`config.mk`:
```
export PLATFORM = sky130hd
export DESIGN_NAME = fifo_uart_tx
export DESIGN_NICKNAME = d
export VERILOG_FILES = /design/src/rtl/fifo_uart_tx.sv
export SDC_FILE = /design/constraint.sdc
export NUM_CORES = 1
export LEC_CHECK = 0
export ABC_AREA = 0
export CAP_MARGIN = 0
export CORE_MARGIN = 5
export CORE_UTILIZATION = 55
export DETAILED_ROUTE_END_ITERATION = 16
export GPL_ROUTABILITY_DRIVEN = 0
export GPL_TIMING_DRIVEN = 0
export HOLD_SLACK_MARGIN = 0.12
export PLACE_DENSITY = 0.79
export SKIP_CTS_REPAIR_TIMING = 1
export SLEW_MARGIN = 10
export SYNTH_ARGS = -nofsm -noshare
export SYNTH_HDL_FRONTEND = slang
export SYNTH_SLANG_ARGS = --single-unit
export TNS_END_PERCENT = 30
```
`constraint.sdc`:
```
create_clock -name clk -period 3 [get_ports clk]
set_clock_uncertainty 0.2 [all_clocks]
set_input_delay 0.45 -clock clk [delete_from_list [all_inputs] [get_ports clk]]
set_output_delay 0.45 -clock clk [all_outputs]
set_load 0.05 [all_outputs]
```
`src/rtl/fifo_uart_tx.sv`:
```
// fifo_uart_tx: pops one FIFO word per frame and serialises it as start, LSB-first data, optional even parity, stop.
module fifo_uart_tx #(
    parameter int DATA_WIDTH   = 4,
    parameter int CLKS_PER_BIT = 16,
    parameter int PARITY_EN    = 1
) (
    input  logic                  clk,
    input  logic                  rst_n,
    input  logic                  enable,
    input  logic                  fifo_empty,
    output logic                  fifo_rd_en,
    input  logic [DATA_WIDTH-1:0] fifo_rdata,
    output logic                  tx,
    output logic                  busy,
    output logic                  frame_done
);
    localparam int CW = $clog2(CLKS_PER_BIT);
    localparam int BW = $clog2(DATA_WIDTH + 1);

    typedef enum logic [2:0] {IDLE, FETCH, LOAD, START, DATA, PARITY, STOP} state_e;

    state_e                state_q, state_d;
    logic [CW-1:0]         cnt_q, cnt_d;
    logic [BW-1:0]         idx_q, idx_d;
    logic [DATA_WIDTH-1:0] sh_q, sh_d;
    logic                  par_q, par_d;
    logic                  tx_q, tx_d;
    logic                  rd_en_q, rd_en_d;
    logic                  done_q, done_d;
    logic                  serial, bit_end, last_bit;

    assign serial     = state_q inside {START, DATA, PARITY, STOP};
    assign bit_end    = serial && (cnt_q == CW'(CLKS_PER_BIT - 1));
    assign last_bit   = idx_q == BW'(DATA_WIDTH - 1);
    assign tx         = tx_q;
    assign fifo_rd_en = rd_en_q;
    assign frame_done = done_q;
    assign busy       = state_q != IDLE;

    always_ff @(posedge clk or negedge rst_n) begin
        if (!rst_n) begin
            state_q <= IDLE;
            cnt_q   <= '0;
            idx_q   <= '0;
            sh_q    <= '0;
            par_q   <= 1'b0;
            tx_q    <= 1'b1;
            rd_en_q <= 1'b0;
            done_q  <= 1'b0;
        end else begin
            state_q <= state_d;
            cnt_q   <= cnt_d;
            idx_q   <= idx_d;
            sh_q    <= sh_d;
            par_q   <= par_d;
            tx_q    <= tx_d;
            rd_en_q <= rd_en_d;
            done_q  <= done_d;
        end
    end

    always_comb begin
        state_d = state_q;
        case (state_q)
            IDLE:    state_d = (enable && !fifo_empty) ? FETCH : IDLE;
            FETCH:   state_d = LOAD;
            LOAD:    state_d = START;
            START:   state_d = bit_end ? DATA : START;
            DATA:    state_d = !(bit_end && last_bit) ? DATA : (PARITY_EN != 0) ? PARITY : STOP;
            PARITY:  state_d = bit_end ? STOP : PARITY;
            STOP:    state_d = bit_end ? IDLE : STOP;
            default: state_d = IDLE;
        endcase
    end

    // Baud counter runs only while a bit is on the line; LOAD leaves it cleared for START.
    always_comb begin
        cnt_d = (serial && !bit_end) ? cnt_q + CW'(1) : '0;
        idx_d = (state_q == START) ? '0 : (state_q == DATA && bit_end) ? idx_q + BW'(1) : idx_q;
        sh_d  = (state_q == LOAD) ? fifo_rdata : (state_q == DATA && bit_end) ? sh_q >> 1 : sh_q;
        par_d = (state_q == LOAD) ? ^fifo_rdata : par_q;
    end

    // tx is registered from the next state so each bit appears right after its entering edge.
    always_comb begin
        rd_en_d = state_d == FETCH;
        done_d  = state_q == STOP && bit_end;
        tx_d    = (state_d == START) ? 1'b0 : (state_d == DATA) ? sh_d[0] : (state_d == PARITY) ? par_q : 1'b1;
    end
endmodule

```
==> flow_metrics.py, run 1 <==
metrics = {
    "sta": {
        "fin_setup_tns_ns": 0,
        "rsz0062_at_grt": "false",
        "maxSlewViolCount": 0,
        "fmaxAchievable_ghz": 0.394,
        "period_share_pct": 84.6,
        "tightest_slew_ns": 0.799,
        "setup_viol": 0,
        "fin_crit_ns": 2.54,
        "fin_ws_ns": 0.462,
        "finalHoldViolations": 0,
        "slew-limit-headroom_pct": 46.6,
    },
    "floorplan": {
        "start_util_pct": 58.1,
        "rows": 15,
        "ios": 12,
        "fp.dieW_um": 53.0,
        "die_area_um2": 2800,
        "core_um2": 1750,
        "die_h_um": 53.0,
    },
    "synthesis": {
        "synth_warnings": 0,
        "syn_avg_cell_area_um2": 9.57,
        "synth_area_leader_cell": "dfrtp_1",
        "synth_cells": 106,
        "syn_area_um2": 1010,
        "synth.area.top_cells": "dfrtp_1 (42%), nand2_1 (5.5%), nor2_1 (5.2%)",
        "synth_cell_type_count": 34,
        "synth_top_area_share_pct": 41.9,
        "synth-seq-cells": 18,
        "yosysSeqAreaShare_pct": 44.5,
        "syn_nets": 117,
    },
    "final_layout": {
        "nets": 133,
        "area_growth_pct": 17.5,
        "drive_above_1_share_pct": 16.5,
        "fin_area_um2": 1190,
        "diodes": 0,
        "final_common_cell": "dfrtp_1",
        "final_cells": 146,
        "final_cell_mix": "dfrtp_1 (17), nand2_1 (15), nor2_1 (14), clkdlybuf4s50_1 (11), nand3_1 (5)",
    },
    "critical_path": {
        "critPathLaunch": "state_q[1]",
        "path_cells": "or3_1, clkdlybuf4s50_1",
        "cp_slowest_cell": "clkdlybuf4s50_1",
        "worstPathArrival_ns": 1.89,
        "required_ns": 2.35,
        "start_kind": "flop",
        "critical-path-top-delay-family": "buffers and inverters",
        "endpoint_kind": "output port",
        "setup.worst_path.class": "reg2out",
        "ff2ff_setup_slack_ns": 1.14,
        "r2r-start": "cnt_q[0]",
        "slowest_delay_ns": 0.72,
        "cp_max_fo": 6,
        "cp_num_buf_inv": 1,
    },
    "detailed_routing": {
        "wirelength_mm": 1.95,
        "viasPerCell": 5.34,
        "first_pass_iters": 4,
        "drt.antenna.violating_nets": 0,
        "drt-wirelength-per-cell_um": 13.3,
        "drc": 0,
        "vias": 780,
        "dr.first_iter.drc_count": 16,
    },
    "cts": {
        "htree_levels": 1,
        "cts_tree": "done",
        "clk_pin_slew_ns": 0.10,
        "numCtsBuffers": 3,
        "cts_num_sinks": 18,
        "clk_latency_ns": 0.30,
        "cts_buffer_depth": 2,
        "cts_root_buffer": "clkbuf_4",
    },
    "power": {
        "p_leak_nw": 0.507,
        "powerDensity_nw_per_um2": 367,
        "p_seq_share_pct": 57.7,
        "clkPwrFrac_pct": 34.4,
        "swShare_pct": 22.2,
        "share_comb_of_total_power_pct": 7.9,
        "total_power_uw": 438,
        "ir_drop_uv": 320,
        "p_sw_uw": 97.1,
        "intPower_uw": 341,
    },
    "run": {
        "maxCapViolations": 0,
    },
    "grt": {
        "antenna_found_initial": 0,
        "grt_pass1_vias": 809,
        "grt_max_degree": 19,
        "grt_overflow": 0,
        "grt_pass1_wl_mm": 3.56,
        "grt_use_total_pct": 17.8,
    },
    "min_path": {
        "hold_class": "reg2reg",
        "hold_start": "cnt_q[0]",
    },
    "placement": {
        "placed_cell_area_um2": 1160,
        "dp.cells": 142,
        "dpl.hpwl_mm": 1.50,
        "place_ws_ns": 0.796,
        "io_buffers": 11,
    },
    "outcome": {
        "status": "complete, no violations",
    },
}
synthesized netlist by cell type, drive strengths merged:
master	instances
o21ai	4
a2bb2oi	1
or3	3
dfrtp	17
or2	2
mux2i	1
nand2b	4
a221oi	2
nor2	14
inv	3
a22oi	2
and3	1
a211oi	1
nand4	3
xor2	2
a31o	1
o211ai	1
buf	6
o22ai	3
clkbuf	1
ha	3
nand2	15
nor3	1
xnor2	4
a21oi	2
nand3	5
dfstp	1
a31oi	2
mux2	1
registers in the layout (all words and copies together) (netlist names):
signal	cells
par_q	1
fifo_rd_en	1
cnt_q	4
idx_q	3
frame_done	1
tx	1
sh_q	4
state_q	3
power groups by stage:
stage | sequential (mW) | clock (mW) | combinational (mW)
floorplan | 0.259 | 0 | 0.0145
global placement | 0.257 | 0 | 0.0343
detailed placement | 0.258 | 0 | 0.0351
CTS | 0.253 | 0.155 | 0.0352
global route | 0.253 | 0.172 | 0.0391
finish | 0.253 | 0.151 | 0.0344
cells by family (layout without fill, tap and decap cells):
| family | count (synthesis) | after routing | synth area share [%] |
|---|---|---|---|
| AND/OR/NAND/NOR | 48 | 48 | 24.7 |
| AO/OA/AOI/OAI | 19 | 19 | 13.1 |
| buffers and inverters | 10 | 25 | 6.78 |
| multiplexers | 2 | 2 | 2.10 |
| flip-flops | 18 | 18 | 44.5 |
| adder cells (fa/ha/maj) | 3 | 3 | 3.70 |
| XOR/XNOR | 6 | 6 | 5.18 |
layer usage:
metal  track usage, %  up-vias  wire length [um]
met3             2.54        5                78
met5                0        -                 0
met4             8.94        0                42
met1             21.0      360               896
li1                 -      398                 -
met2             31.0       17               929
worst paths after layout:
check | cells after the start | endpoint
max in group asynchronous | 1 | par_q
min | 1 | cnt_q[0]
max | 2 | busy
min reg2reg | 1 | cnt_q[0]
max reg2reg | 6 | tx
min in group asynchronous | 1 | state_q[2]
area by class of cell:
type / count / area [um2]
Fill cell: 136 / 553
Buffer: 7 / 57.6
Multi-Input combinational cell: 78 / 494
Sequential cell: 18 / 452
Clock buffer: 4 / 36.3
Tap cell: 25 / 31.3
Timing Repair Buffer: 11 / 110
Inverter: 3 / 11.3
through the flow:
step	hold WS [ns]	util (%)
floorplan	-0.0456	-
global placement	0.241	66.2
detailed placement	0.251	66.2
CTS	0.266	68.3
global route	0.291	68.3
finish	0.265	68.3
worst register-to-register path, delay by kind of cell, from the launching register on:
family,cells,cell delay (ns)
fa+ha+maj,1,0.21
simple gates,1,0.19
mux,2,0.50
buf+inv,1,0.14
flops,1,0.41
compound gates,1,0.13
Power figures use the tool's default switching activity.
==> run 2: changes to the inputs <==
--- a/config.mk
+++ b/config.mk
@@ -8,12 +8,12 @@
 export ABC_AREA = 0
 export CAP_MARGIN = 0
 export CORE_MARGIN = 5
-export CORE_UTILIZATION = 55
+export CORE_UTILIZATION = 48
 export DETAILED_ROUTE_END_ITERATION = 16
 export GPL_ROUTABILITY_DRIVEN = 0
 export GPL_TIMING_DRIVEN = 0
 export HOLD_SLACK_MARGIN = 0.12
-export PLACE_DENSITY = 0.79
+export PLACE_DENSITY = 0.73
 export SKIP_CTS_REPAIR_TIMING = 1
 export SLEW_MARGIN = 10
 export SYNTH_ARGS = -nofsm -noshare
==> constraint.sdc (replaced) <==
create_clock -name clk -period 2.3 [get_ports clk]
set_clock_uncertainty 0.2 [all_clocks]
set_input_delay 0.345 -clock clk [delete_from_list [all_inputs] [get_ports clk]]
set_output_delay 0.345 -clock clk [all_outputs]
set_load 0.05 [all_outputs]
==> flow_metrics.py, run 2 (synthesis results as in run 1) <==
metrics = {
    "outcome": {
        "status": "complete, no violations",
    },
    "cts": {
        "htree_levels": 1,
        "clk_pin_slew_ns": 0.10,
        "cts_root_buffer": "clkbuf_4",
        "numCtsBuffers": 3,
        "clk_latency_ns": 0.30,
        "cts_num_sinks": 18,
        "cts_buffer_depth": 2,
        "cts_tree": "done",
    },
    "critical_path": {
        "worstPathArrival_ns": 1.62,
        "endpoint_kind": "output port",
        "path_cells": "clkdlybuf4s50_1",
        "required_ns": 1.75,
        "cp_num_buf_inv": 1,
        "setup.worst_path.class": "reg2out",
        "cp_slowest_cell": "clkdlybuf4s50_1",
        "start_kind": "flop",
        "cp_max_fo": 1,
        "critical-path-top-delay-family": "buffers and inverters",
        "slowest_delay_ns": 0.79,
    },
    "power": {
        "p_leak_nw": 0.506,
        "powerDensity_nw_per_um2": 476,
        "ir_drop_uv": 368,
        "total_power_uw": 570,
    },
    "final_layout": {
        "final_cell_mix": "dfrtp_1 (17), nand2_1 (15), nor2_1 (14), clkdlybuf4s50_1 (10), nand3_1 (5)",
        "postLayoutCoreUtil_pct": 60.4,
        "area_growth_pct": 18.0,
        "fin_area_um2": 1200,
        "top_regs": "cnt_q x4, sh_q x4",
        "nets": 133,
        "diodes": 0,
        "drive_above_1_share_pct": 16.5,
        "final_common_cell": "dfrtp_1",
    },
    "floorplan": {
        "fp.dieW_um": 56.0,
        "ios": 12,
        "core_um2": 1980,
        "rows": 16,
        "die_area_um2": 3130,
        "die_h_um": 56.0,
        "start_util_pct": 51.2,
    },
    "detailed_routing": {
        "drt-wirelength-per-cell_um": 13.1,
        "first_pass_iters": 4,
        "dr.first_iter.drc_count": 22,
        "drc": 0,
        "drt.antenna.violating_nets": 0,
        "vias": 794,
        "viasPerCell": 5.36,
        "wirelength_mm": 1.94,
    },
    "sta": {
        "finalHoldViolations": 0,
        "fmaxAchievable_ghz": 0.463,
        "rsz0062_at_grt": "false",
        "fin_ws_ns": 0.138,
        "tightest_slew_ns": 0.790,
        "period_share_pct": 94.0,
        "slew-limit-headroom_pct": 47.2,
        "fin_crit_ns": 2.16,
        "maxSlewViolCount": 0,
        "hold_slack_ns": 0.259,
        "setup_viol": 0,
    },
    "grt": {
        "grt_use_total_pct": 14.5,
        "grt_max_degree": 19,
        "grt_pass1_wl_mm": 3.62,
        "grt_overflow": 0,
        "grt_pass1_vias": 825,
        "antenna_found_initial": 0,
    },
    "min_path": {
        "hold_class": "reg2reg",
    },
    "placement": {
        "place_ws_ns": 0.196,
        "placed_cell_area_um2": 1160,
        "io_buffers": 11,
        "dpl.hpwl_mm": 1.45,
    },
    "run": {
        "maxCapViolations": 0,
    },
}
run 2: changes by cell type in the layout (fill, tap and decap cells not counted):
cell | before | now
dlymetal6s2s_1 | 0 | 1
clkdlybuf4s50_1 | 11 | 10
run 2: worst register-to-register path, cell delays in order, from the launching register on:
cell and delay, ns:
dfrtp_1 0.41, ha_1 0.22, buf_6 0.14, and3_4 0.19, mux2_2 0.27, o22ai_2 0.12
mux2i_1 0.22
run 2: stage by stage:
stage | std cells | setup TNS (ns)
3_5_place_dp | 144 | 0
2_1_floorplan | 106 | 0
4_1_cts | 148 | -0.147
6_report | 148 | 0
3_3_place_gp | 144 | 0
5_1_grt | 148 | 0
run 2: routing by layer:
metal / track usage, % / part of all wire, %
met1: 18.3 / 45
met2: 23.0 / 46
met3: 3.25 / 6.7
met4: 7.46 / 2.2
met5: 0 / 0
run 2: worst paths after layout:
path                       startpoint         end  slack [ns]  cells after the start
max reg2reg                  cnt_q[0]          tx        0.46                      6
max                                tx          tx        0.14                      1
min in group asynchronous       rst_n  state_q[0]        0.30                      1
min                          cnt_q[0]    cnt_q[0]        0.26                      1
min reg2reg                  cnt_q[0]    cnt_q[0]        0.26                      1
max in group asynchronous       rst_n    idx_q[2]        1.11                      1
run 2: cell type report:
cell class              count  area, um2
multi-input cells          78        494
well taps                  27       33.8
flip-flops and latches     18        452
inverters                   3       11.3
repair buffers             11        113
plain buffers               7       57.6
clock buffers               4       36.3
fillers                   170        785
run 2: power breakdown:
group	switching [mW]	internal [mW]
logic	0.0219	0.0237
clock network	0.0987	0.0966
registers	0.00504	0.324
total	0.126	0.444
==> run 3: changes to the inputs <==
--- a/config.mk
+++ b/config.mk
@@ -15,6 +15,7 @@
 export HOLD_SLACK_MARGIN = 0.12
 export PLACE_DENSITY = 0.73
 export SKIP_CTS_REPAIR_TIMING = 1
+export SKIP_LAST_GASP = 1
 export SLEW_MARGIN = 10
 export SYNTH_ARGS = -nofsm -noshare
 export SYNTH_HDL_FRONTEND = slang
==> results of run 3 <==
Same layout as run 2: the final DEF is identical, and so are final timing and power.
